==> src/rtl/gcd_rr_scheduler.sv <==
// Shared subtractive GCD engine with a round-robin front end.
// One job at a time: grant in IDLE, subtract loop in RUN, hold result in DONE.
module gcd_rr_scheduler #(
  parameter int WIDTH = 16,
  parameter int NREQ  = 4,
  parameter int IDW   = 2
) (
  input  logic                  clk,
  input  logic                  rst_n,
  input  logic [NREQ-1:0]       req,
  input  logic [NREQ*WIDTH-1:0] a_in,
  input  logic [NREQ*WIDTH-1:0] b_in,
  output logic [NREQ-1:0]       gnt,
  output logic                  busy,
  output logic                  res_valid,
  output logic [WIDTH-1:0]      res_data,
  output logic [IDW-1:0]        res_id,
  output logic [WIDTH-1:0]      res_iters,
  input  logic                  res_ready
);

  typedef enum logic [1:0] {
    IDLE = 2'd0,
    RUN  = 2'd1,
    DONE = 2'd2
  } state_t;

  state_t           state_q, state_d;
  logic [WIDTH-1:0] a_q, a_d, b_q, b_d;
  logic [WIDTH-1:0] iters_q, iters_d, iters_inc_s;
  logic [WIDTH-1:0] res_data_q, res_data_d, res_iters_q, res_iters_d;
  logic [WIDTH-1:0] a_sel_s, b_sel_s;
  logic [IDW-1:0]   id_q, id_d, last_q, last_d, res_id_q, res_id_d, sel_s;
  logic             res_valid_q, res_valid_d, busy_q, busy_d, found_s;
  logic [NREQ-1:0]  gnt_s;

  // Requester index reached by stepping 'off' places past 'base', wrapping at NREQ.
  function automatic logic [IDW-1:0] rr_index(input logic [IDW-1:0] base, input int off);
    int t;
    t = (int'(base) + off) % NREQ;
    return IDW'(t);
  endfunction

  // Round-robin search: first asserted req after the last granted index.
  always_comb begin
    found_s = 1'b0;
    sel_s   = '0;
    for (int k = 1; k <= NREQ; k++) begin
      if (!found_s && req[rr_index(last_q, k)]) begin
        found_s = 1'b1;
        sel_s   = rr_index(last_q, k);
      end else begin
        found_s = found_s;
      end
    end
  end

  // Operand mux for the selected requester.
  always_comb begin
    a_sel_s = '0;
    b_sel_s = '0;
    for (int i = 0; i < NREQ; i++) begin
      if (sel_s == IDW'(i)) begin
        a_sel_s = a_in[i*WIDTH +: WIDTH];
        b_sel_s = b_in[i*WIDTH +: WIDTH];
      end else begin
        a_sel_s = a_sel_s;
        b_sel_s = b_sel_s;
      end
    end
  end

  // Grant pulse only while idle; forced low while reset is held.
  always_comb begin
    gnt_s = '0;
    if (rst_n && (state_q == IDLE) && found_s) begin
      gnt_s = NREQ'(1'b1) << sel_s;
    end else begin
      gnt_s = '0;
    end
  end

  // Saturating per-job cycle counter value for this RUN cycle.
  always_comb begin
    iters_inc_s = iters_q;
    if (&iters_q) begin
      iters_inc_s = iters_q;
    end else begin
      iters_inc_s = iters_q + WIDTH'(1'b1);
    end
  end

  // Next-state and datapath updates for the IDLE/RUN/DONE sequence.
  always_comb begin
    state_d     = state_q;
    a_d         = a_q;
    b_d         = b_q;
    id_d        = id_q;
    last_d      = last_q;
    iters_d     = iters_q;
    res_data_d  = res_data_q;
    res_id_d    = res_id_q;
    res_iters_d = res_iters_q;
    res_valid_d = res_valid_q;
    case (state_q)
      IDLE: begin
        if (found_s) begin
          a_d     = a_sel_s;
          b_d     = b_sel_s;
          id_d    = sel_s;
          last_d  = sel_s;
          iters_d = '0;
          state_d = RUN;
        end else begin
          state_d = IDLE;
        end
      end
      RUN: begin
        iters_d = iters_inc_s;
        if ((a_q == b_q) || (b_q == '0)) begin
          res_data_d  = a_q;
          res_id_d    = id_q;
          res_iters_d = iters_inc_s;
          res_valid_d = 1'b1;
          state_d     = DONE;
        end else if (a_q == '0) begin
          res_data_d  = b_q;
          res_id_d    = id_q;
          res_iters_d = iters_inc_s;
          res_valid_d = 1'b1;
          state_d     = DONE;
        end else if (a_q > b_q) begin
          a_d = a_q - b_q;
        end else begin
          b_d = b_q - a_q;
        end
      end
      DONE: begin
        if (res_ready) begin
          res_valid_d = 1'b0;
          state_d     = IDLE;
        end else begin
          res_valid_d = 1'b1;
        end
      end
      default: begin
        res_valid_d = 1'b0;
        state_d     = IDLE;
      end
    endcase
    busy_d = (state_d != IDLE);
  end

  // State and datapath registers; reset abandons any job in flight.
  always_ff @(posedge clk or negedge rst_n) begin
    if (!rst_n) begin
      state_q     <= IDLE;
      a_q         <= '0;
      b_q         <= '0;
      id_q        <= '0;
      last_q      <= IDW'(NREQ - 1);
      iters_q     <= '0;
      res_data_q  <= '0;
      res_id_q    <= '0;
      res_iters_q <= '0;
      res_valid_q <= 1'b0;
      busy_q      <= 1'b0;
    end else begin
      state_q     <= state_d;
      a_q         <= a_d;
      b_q         <= b_d;
      id_q        <= id_d;
      last_q      <= last_d;
      iters_q     <= iters_d;
      res_data_q  <= res_data_d;
      res_id_q    <= res_id_d;
      res_iters_q <= res_iters_d;
      res_valid_q <= res_valid_d;
      busy_q      <= busy_d;
    end
  end

  assign gnt       = gnt_s;
  assign busy      = busy_q;
  assign res_valid = res_valid_q;
  assign res_data  = res_data_q;
  assign res_id    = res_id_q;
  assign res_iters = res_iters_q;

endmodule
==> config.mk <==
export PLATFORM = sky130hd
export DESIGN_NAME = gcd_rr_scheduler
export DESIGN_NICKNAME = d
export VERILOG_FILES = /design/src/rtl/gcd_rr_scheduler.sv
export SDC_FILE = /design/constraint.sdc
export NUM_CORES = 1
export LEC_CHECK = 0
export ABC_AREA = 1
export CAP_MARGIN = 20
export CORE_MARGIN = 4
export CORE_UTILIZATION = 52
export DETAILED_ROUTE_END_ITERATION = 10
export HOLD_SLACK_MARGIN = 0.02
export PLACE_DENSITY = 0.83
export REMOVE_ABC_BUFFERS = 1
export SYNTH_ARGS = -nofsm -noshare
export SYNTH_HDL_FRONTEND = slang
export SYNTH_SLANG_ARGS = --single-unit
==> constraint.sdc <==
create_clock -name clk -period 2.87 [get_ports clk]
set_clock_uncertainty 0.1 [all_clocks]
set_input_delay 0.4305 -clock clk [delete_from_list [all_inputs] [get_ports clk]]
set_output_delay 0.4305 -clock clk [all_outputs]
set_load 0.005 [all_outputs]
-- Word-level counts from Yosys, hierarchy flattened
Cells that the tools add are included.
- flip-flop bits (word level): 90
- logic and storage cells: 113
- add/subtract/negate cells: 7
- $lt $le $gt $ge: 5
- equality and inequality tests: 12
- shift-type cells: 1
- muxes and demuxes: 53
- bitwise gates (word level): 1
- reduce and logical (&&, ||, !) cells: 23
- operators by type and width (kind ; number):
    two-way mux 16 bit ; 22
    case mux 16 bit (2 select lines) ; 3
    logical NOT 16 bit ; 2
    subtractor 16 bit ; 2
    two-way mux 2 bit ; 9
    adder 16 x 1 -> 16 bit (second input constant) ; 1
    == test 16 bit ; 1
    > comparator 16 bit ; 1
    AND reduction 16 bit ; 1
    < comparator 2 x 3 -> 1 bit (second input constant) ; 4
    two-way mux 1 bit ; 12
    inequality test 2 bit (second input constant) ; 5
    AND reduction 5 bit ; 2
    binary-select mux 1 bit (select 2 bit) ; 4
    AND reduction 2 bit ; 4
    == test 2 bit (second input constant) ; 3
    case mux 2 bit (3 select lines) ; 1
    nonzero test 2 bit ; 3
    logical AND 1 bit ; 5
    adder 2 x 1 -> 2 bit (second input constant) ; 2
    adder 2 bit (second input constant) ; 2
    == test 2 x 1 -> 1 bit (second input constant) ; 2
    logical NOT 2 bit ; 2
    two-way mux 4 bit ; 1
    6 further kinds ; 8

-- Depth between registers and ports, before layout
Gate-level depths: netlist of the first run.
- word-level depth: 20
- depth in mapped cells: 19
- mapped depth without buffers: 18

-- Worst setup path before layout of the first run
Ideal clock, no wire load.
- path type: register -> register
- start: register a_q[0]
- end: register a_q[11]
- setup time: 121 ps
- data arrival time: 2087 ps
- data required time: 2649 ps
- slack: 562 ps
- cell stages (with the launch flop): 15
- period minus slack after synthesis: 2308 ps
- path through: dfrtp_1 > inv_1 > ha_1 > fa_1 > o21ai_0 > nand2_1 > nand3_2 > nand2_1 > nand2_1 > nand2_1 > nand2_1 > nand3_2 > buf_2 > nor2_1 > a21oi_1
- word-level cells in the longest chain between the ends: 5
- elaborated cells on any way between the ends: 13
- classes of those cells: add/sub: 1; order compare: 1; eq/ne: 4; mux: 4; reduce/logical: 3
- ends and longest elaborated chain (what ; line ; RTL):
    start, declared ; 29 ; logic [WIDTH-1:0] a_q, a_d, b_q, b_d;
    start signal, assigned ; 158 ; a_q <= '0;
    start signal, assigned ; 170 ; a_q <= a_d;
    subtractor 16 bit ; 133 ; a_d = a_q - b_q;
    two-way mux 16 bit ; 132 ; end else if (a_q > b_q) begin
    two-way mux 16 bit ; 126 ; end else if (a_q == '0) begin
    two-way mux 16 bit ; 120 ; if ((a_q == b_q) || (b_q == '0)) begin
    case mux 16 bit (2 select lines) ; 105 ; case (state_q)
Several ways; a longest one is shown, not always the timed one. The select of a mux whose other input is x is not followed.
A chain may end at the register's enable or synchronous reset.

-- Worst setup path in the final report of the first run
- start: register last_q[0]
- end: output port gnt[2]
- word-level cells in the longest chain between the ends: 15
- elaborated cells on any way between the ends: 29
- classes of those cells: add/sub: 4; shift: 1; mux: 17; reduce/logical: 7
- ends and longest elaborated chain (what ; line ; RTL):
    start, declared ; 33 ; logic [IDW-1:0] id_q, id_d, last_q, last_d, res_id_q, res_id_d, sel_s;
    start signal, assigned ; 161 ; last_q <= IDW'(NREQ - 1);
    start signal, assigned ; 173 ; last_q <= last_d;
    adder 2 x 1 -> 2 bit ; 40 ; t = (int'(base) + off) % NREQ;
    binary-select mux 1 bit (select 2 bit) ; 49 ; if (!found_s && req[rr_index(last_q, k)]) begin
    two-way mux 1 bit (implied by the code) ; 49 ;
    two-way mux 1 bit ; 49 ;
    logical NOT 1 bit ; 49 ;
    logical AND 1 bit ; 49 ;
    two-way mux 1 bit ; 49 ;
    logical NOT 1 bit ; 49 ;
    logical AND 1 bit ; 49 ;
    two-way mux 1 bit ; 49 ;
    logical NOT 1 bit ; 49 ;
    logical AND 1 bit ; 49 ;
    two-way mux 2 bit / two-way mux 1 bit (equally long branches) ; 49 ;
    << shifter 1 x 2 -> 4 bit / logical AND 1 bit (equally long branches) ; 77, 76 ;
    two-way mux 4 bit (*) ; 76 ; if (rst_n && (state_q == IDLE) && found_s) begin
    end, declared ; 13 ; output logic [NREQ-1:0] gnt,
Mark *: on every way between the ends. The rest lies on a longest branch, timed or not. The select of a mux whose other input is x is not followed.

==> results.toml, run 1 <==
[finish]
diodes = 0
final_common_cell = "nand2_1"
final_cell_mix = "317 x nand2_1, 171 x clkdlybuf4s50_1, 155 x inv_1"
final_nets = 1484
area.sequential_um2 = 2250
drive_gt1_share_pct = 7.52
utilization_pct = 70.0
area_growth_pct = 30.6
multi_input_area_um2 = 4370
final_area_um2 = 9830
fillCellCount = 1206

[cts]
clock_path_buffers = 2
cts_root_buf = "clkbuf_16"
numCtsBuffers = 9
cts_max_level = 3
cts_tree = "done"
holdBufCountCts = 0
clock_sinks = 90
clk-insertion-delay-late_ps = 360
clk_pin_slew_ps = 80

[timing]
setup_viol = 2
final.period_utilization_pct = 104
finalHoldViolCount = 0
finalWorstSetupSlack_ps = -112
worst_pin_slew_ps = 590
rsz0062_at_grt = "yes"
setup_tns_ps = -219
fmax_mhz = 335
relSlewSlack_pct = 60.3
period_minus_slack_ps = 2980
slew_violations = 0

[critical_path]
endpoint_kind = "output port"
path_max_fanout = 11
crit_path_start = "last_q[0]$_DFFE_PN1P_"
r2r_setup_slack_ps = 170
r2r-start = "last_q[0]$_DFFE_PN1P_"
cp.arrival_ps = 2450
path_class = "reg2out"
required_ps = 2340
start_kind = "flop"

[floorplanning]
rows = 43
core-area_um2 = 14000
ios = 175
die_w_um = 128
start_util_pct = 53.6
die_h_um = 128
dieArea_um2 = 16500

[status]
outcome = "finished with violations"
failed_checks = "setup timing"

[yosys]
synth_top_family_by_area = "simple AND/OR/NAND/NOR gates"
postSynthCellCount = 1142
synthSimpleGateAreaFrac_pct = 32.1
synth-edff-count = 0
yosys-mux-area-fraction_pct = 0
syn_area_per_cell_um2 = 6.59
synth-main-ff-cell = "dfrtp_1"
synth_fa_ha_area_share_pct = 6.52
ys_seq_area_share_pct = 30.0
ys_seq_elements = 90
ys_warn_count = 0
synth.distinct_cells = 50
synth_compound_area_share_pct = 17.6
synth-xor-area-share_pct = 1.40
synth_area_um2 = 7520
async_flop_share_pct = 100

[grt]
grt_first_pass_wirelength_um = 35700
grt_max_degree = 47
grt_usage_pct = 26.8
first_global_vias = 7395
grt_remaining_overflow = 0
antenna_found_initial = 0

[pwr]
irDropWorstVdd_uv = 848
cellLeakagePower_nw = 4.87
p_total_mw = 13.1
pwr_density_cell_nw_per_um2 = 1330

[route]
wl_um = 22400
avgRoutedWirePerCell_um = 15.0
antenna_left = 0
drc = 0
drtPass1Iterations = 6
vias_per_cell = 5.36
num_vias = 8020
drt_iter0_drc = 747

[hold_path]
worstHoldPathType = "in2async"

[placement]
pre_cts_slack_ps = -54.0
place_hpwl_um = 17100
port_buffers = 174
place.gp.congestion = 0.986
dpl-instance-area_um2 = 9460

[run]
cap_violations = 0
worst paths after layout:
kind,end,cells past startpoint
worst max-delay path,gnt[2],11
worst min register to register,res_iters[8]$_DFFE_PN0P_,2
worst min-delay path,iters_q[4]$_DFFE_PN0P_,2
worst max register to register,a_q[15]$_DFFE_PN0P_,15
max in group asynchronous,b_q[12]$_DFFE_PN0P_,2
min in group clk,res_iters[8]$_DFFE_PN0P_,2
synth_stat cells (all sizes together) (7+ instances only):
cell | n | area, um^2
nand2 | 336 | 1340
dfrtp | 88 | 2200
o22ai | 10 | 62.6
a21boi | 14 | 105
o21ai | 129 | 649
xor2 | 10 | 87.6
clkbuf | 14 | 55.1
nor2 | 82 | 349
a21o | 8 | 60.1
nand3 | 80 | 445
ha | 36 | 450
buf | 38 | 258
a21oi | 73 | 365
inv | 162 | 611
nor3 | 7 | 35.0
nand4 | 24 | 150
metrics by stage:
step | hold WS, ps | instances
after floorplan | 34.9 | 1090
after CTS | 128 | 1495
after global routing | 175 | 1496
after global placement | 363 | 1475
after detailed placement | 369 | 1475
final | 119 | 1496
what timing repair did:
item,CTS,global route
resized for setup,6,7
buffers inserted,4,0
pin swaps,1,2
endpoints found under the setup margin,4,35
gates cloned,0,1
per-layer routing:
layer | wire (um) | global-route usage, % | vias up
met5 | 0 | 0 | -
met4 | 412 | 7.24 | 0
met3 | 2050 | 5.50 | 36
met2 | 10100 | 42.8 | 342
met1 | 9870 | 37.0 | 3615
li1 | - | - | 4027
registers in the layout, indices dropped and copies added, names as in the netlist:
name	flops
res_valid	1
a_q	16
b_q	16
iters_q	16
busy	1
res_data	16
res_id	2
res_iters	16
id_q	2
last_q	2
state_q	2
report_power, final:
group          switching (mW)  leakage [nW]  total [mW]  internal [mW]
clock network           0.560         0.145        1.25          0.691
logic                    6.41          3.57        9.93           3.53
registers               0.276          1.15        1.91           1.64
final cells by class:
class / count / share of cell area, %
clock buffers: 9 / 2.29
flip-flops and latches: 90 / 22.9
multi-input cells: 838 / 44.5
inverters: 163 / 6.27
well taps: 180 / 2.29
clock inverters: 7 / 0.840
repair buffers: 209 / 20.9
cells by family after synthesis:
logic type / Yosys count
AOI/OAI and AO/OA: 245
xor gates and xnor gates: 12
adders and majority gates: 38
buffers and inverters: 215
DFF: 90
and+or+nand+nor: 542
worst max-delay path, cell delays in order, from the launching register on:
cell and delay, ps:
dfstp_2 560, inv_2 100, nand2_1 90, nand3_1 80, nand2_1 130, nand4_1 130
nand2_2 110, clkinv_2 70, nand2_4 120, nand2_1 100, nor2_2 100, clkdlybuf4s50_1 510
(Power assumes the default switching activity.)
==> run 2, diff against run 1 <==
--- a/config.mk
+++ b/config.mk
@@ -9,6 +9,7 @@
 export CAP_MARGIN = 20
 export CORE_MARGIN = 4
 export CORE_UTILIZATION = 52
+export CTS_CLUSTER_DIAMETER = 60
 export DETAILED_ROUTE_END_ITERATION = 10
 export HOLD_SLACK_MARGIN = 0.02
 export PLACE_DENSITY = 0.83
==> results of run 2 <==
Same layout as run 1: the final DEF is identical, and so are final timing and power.
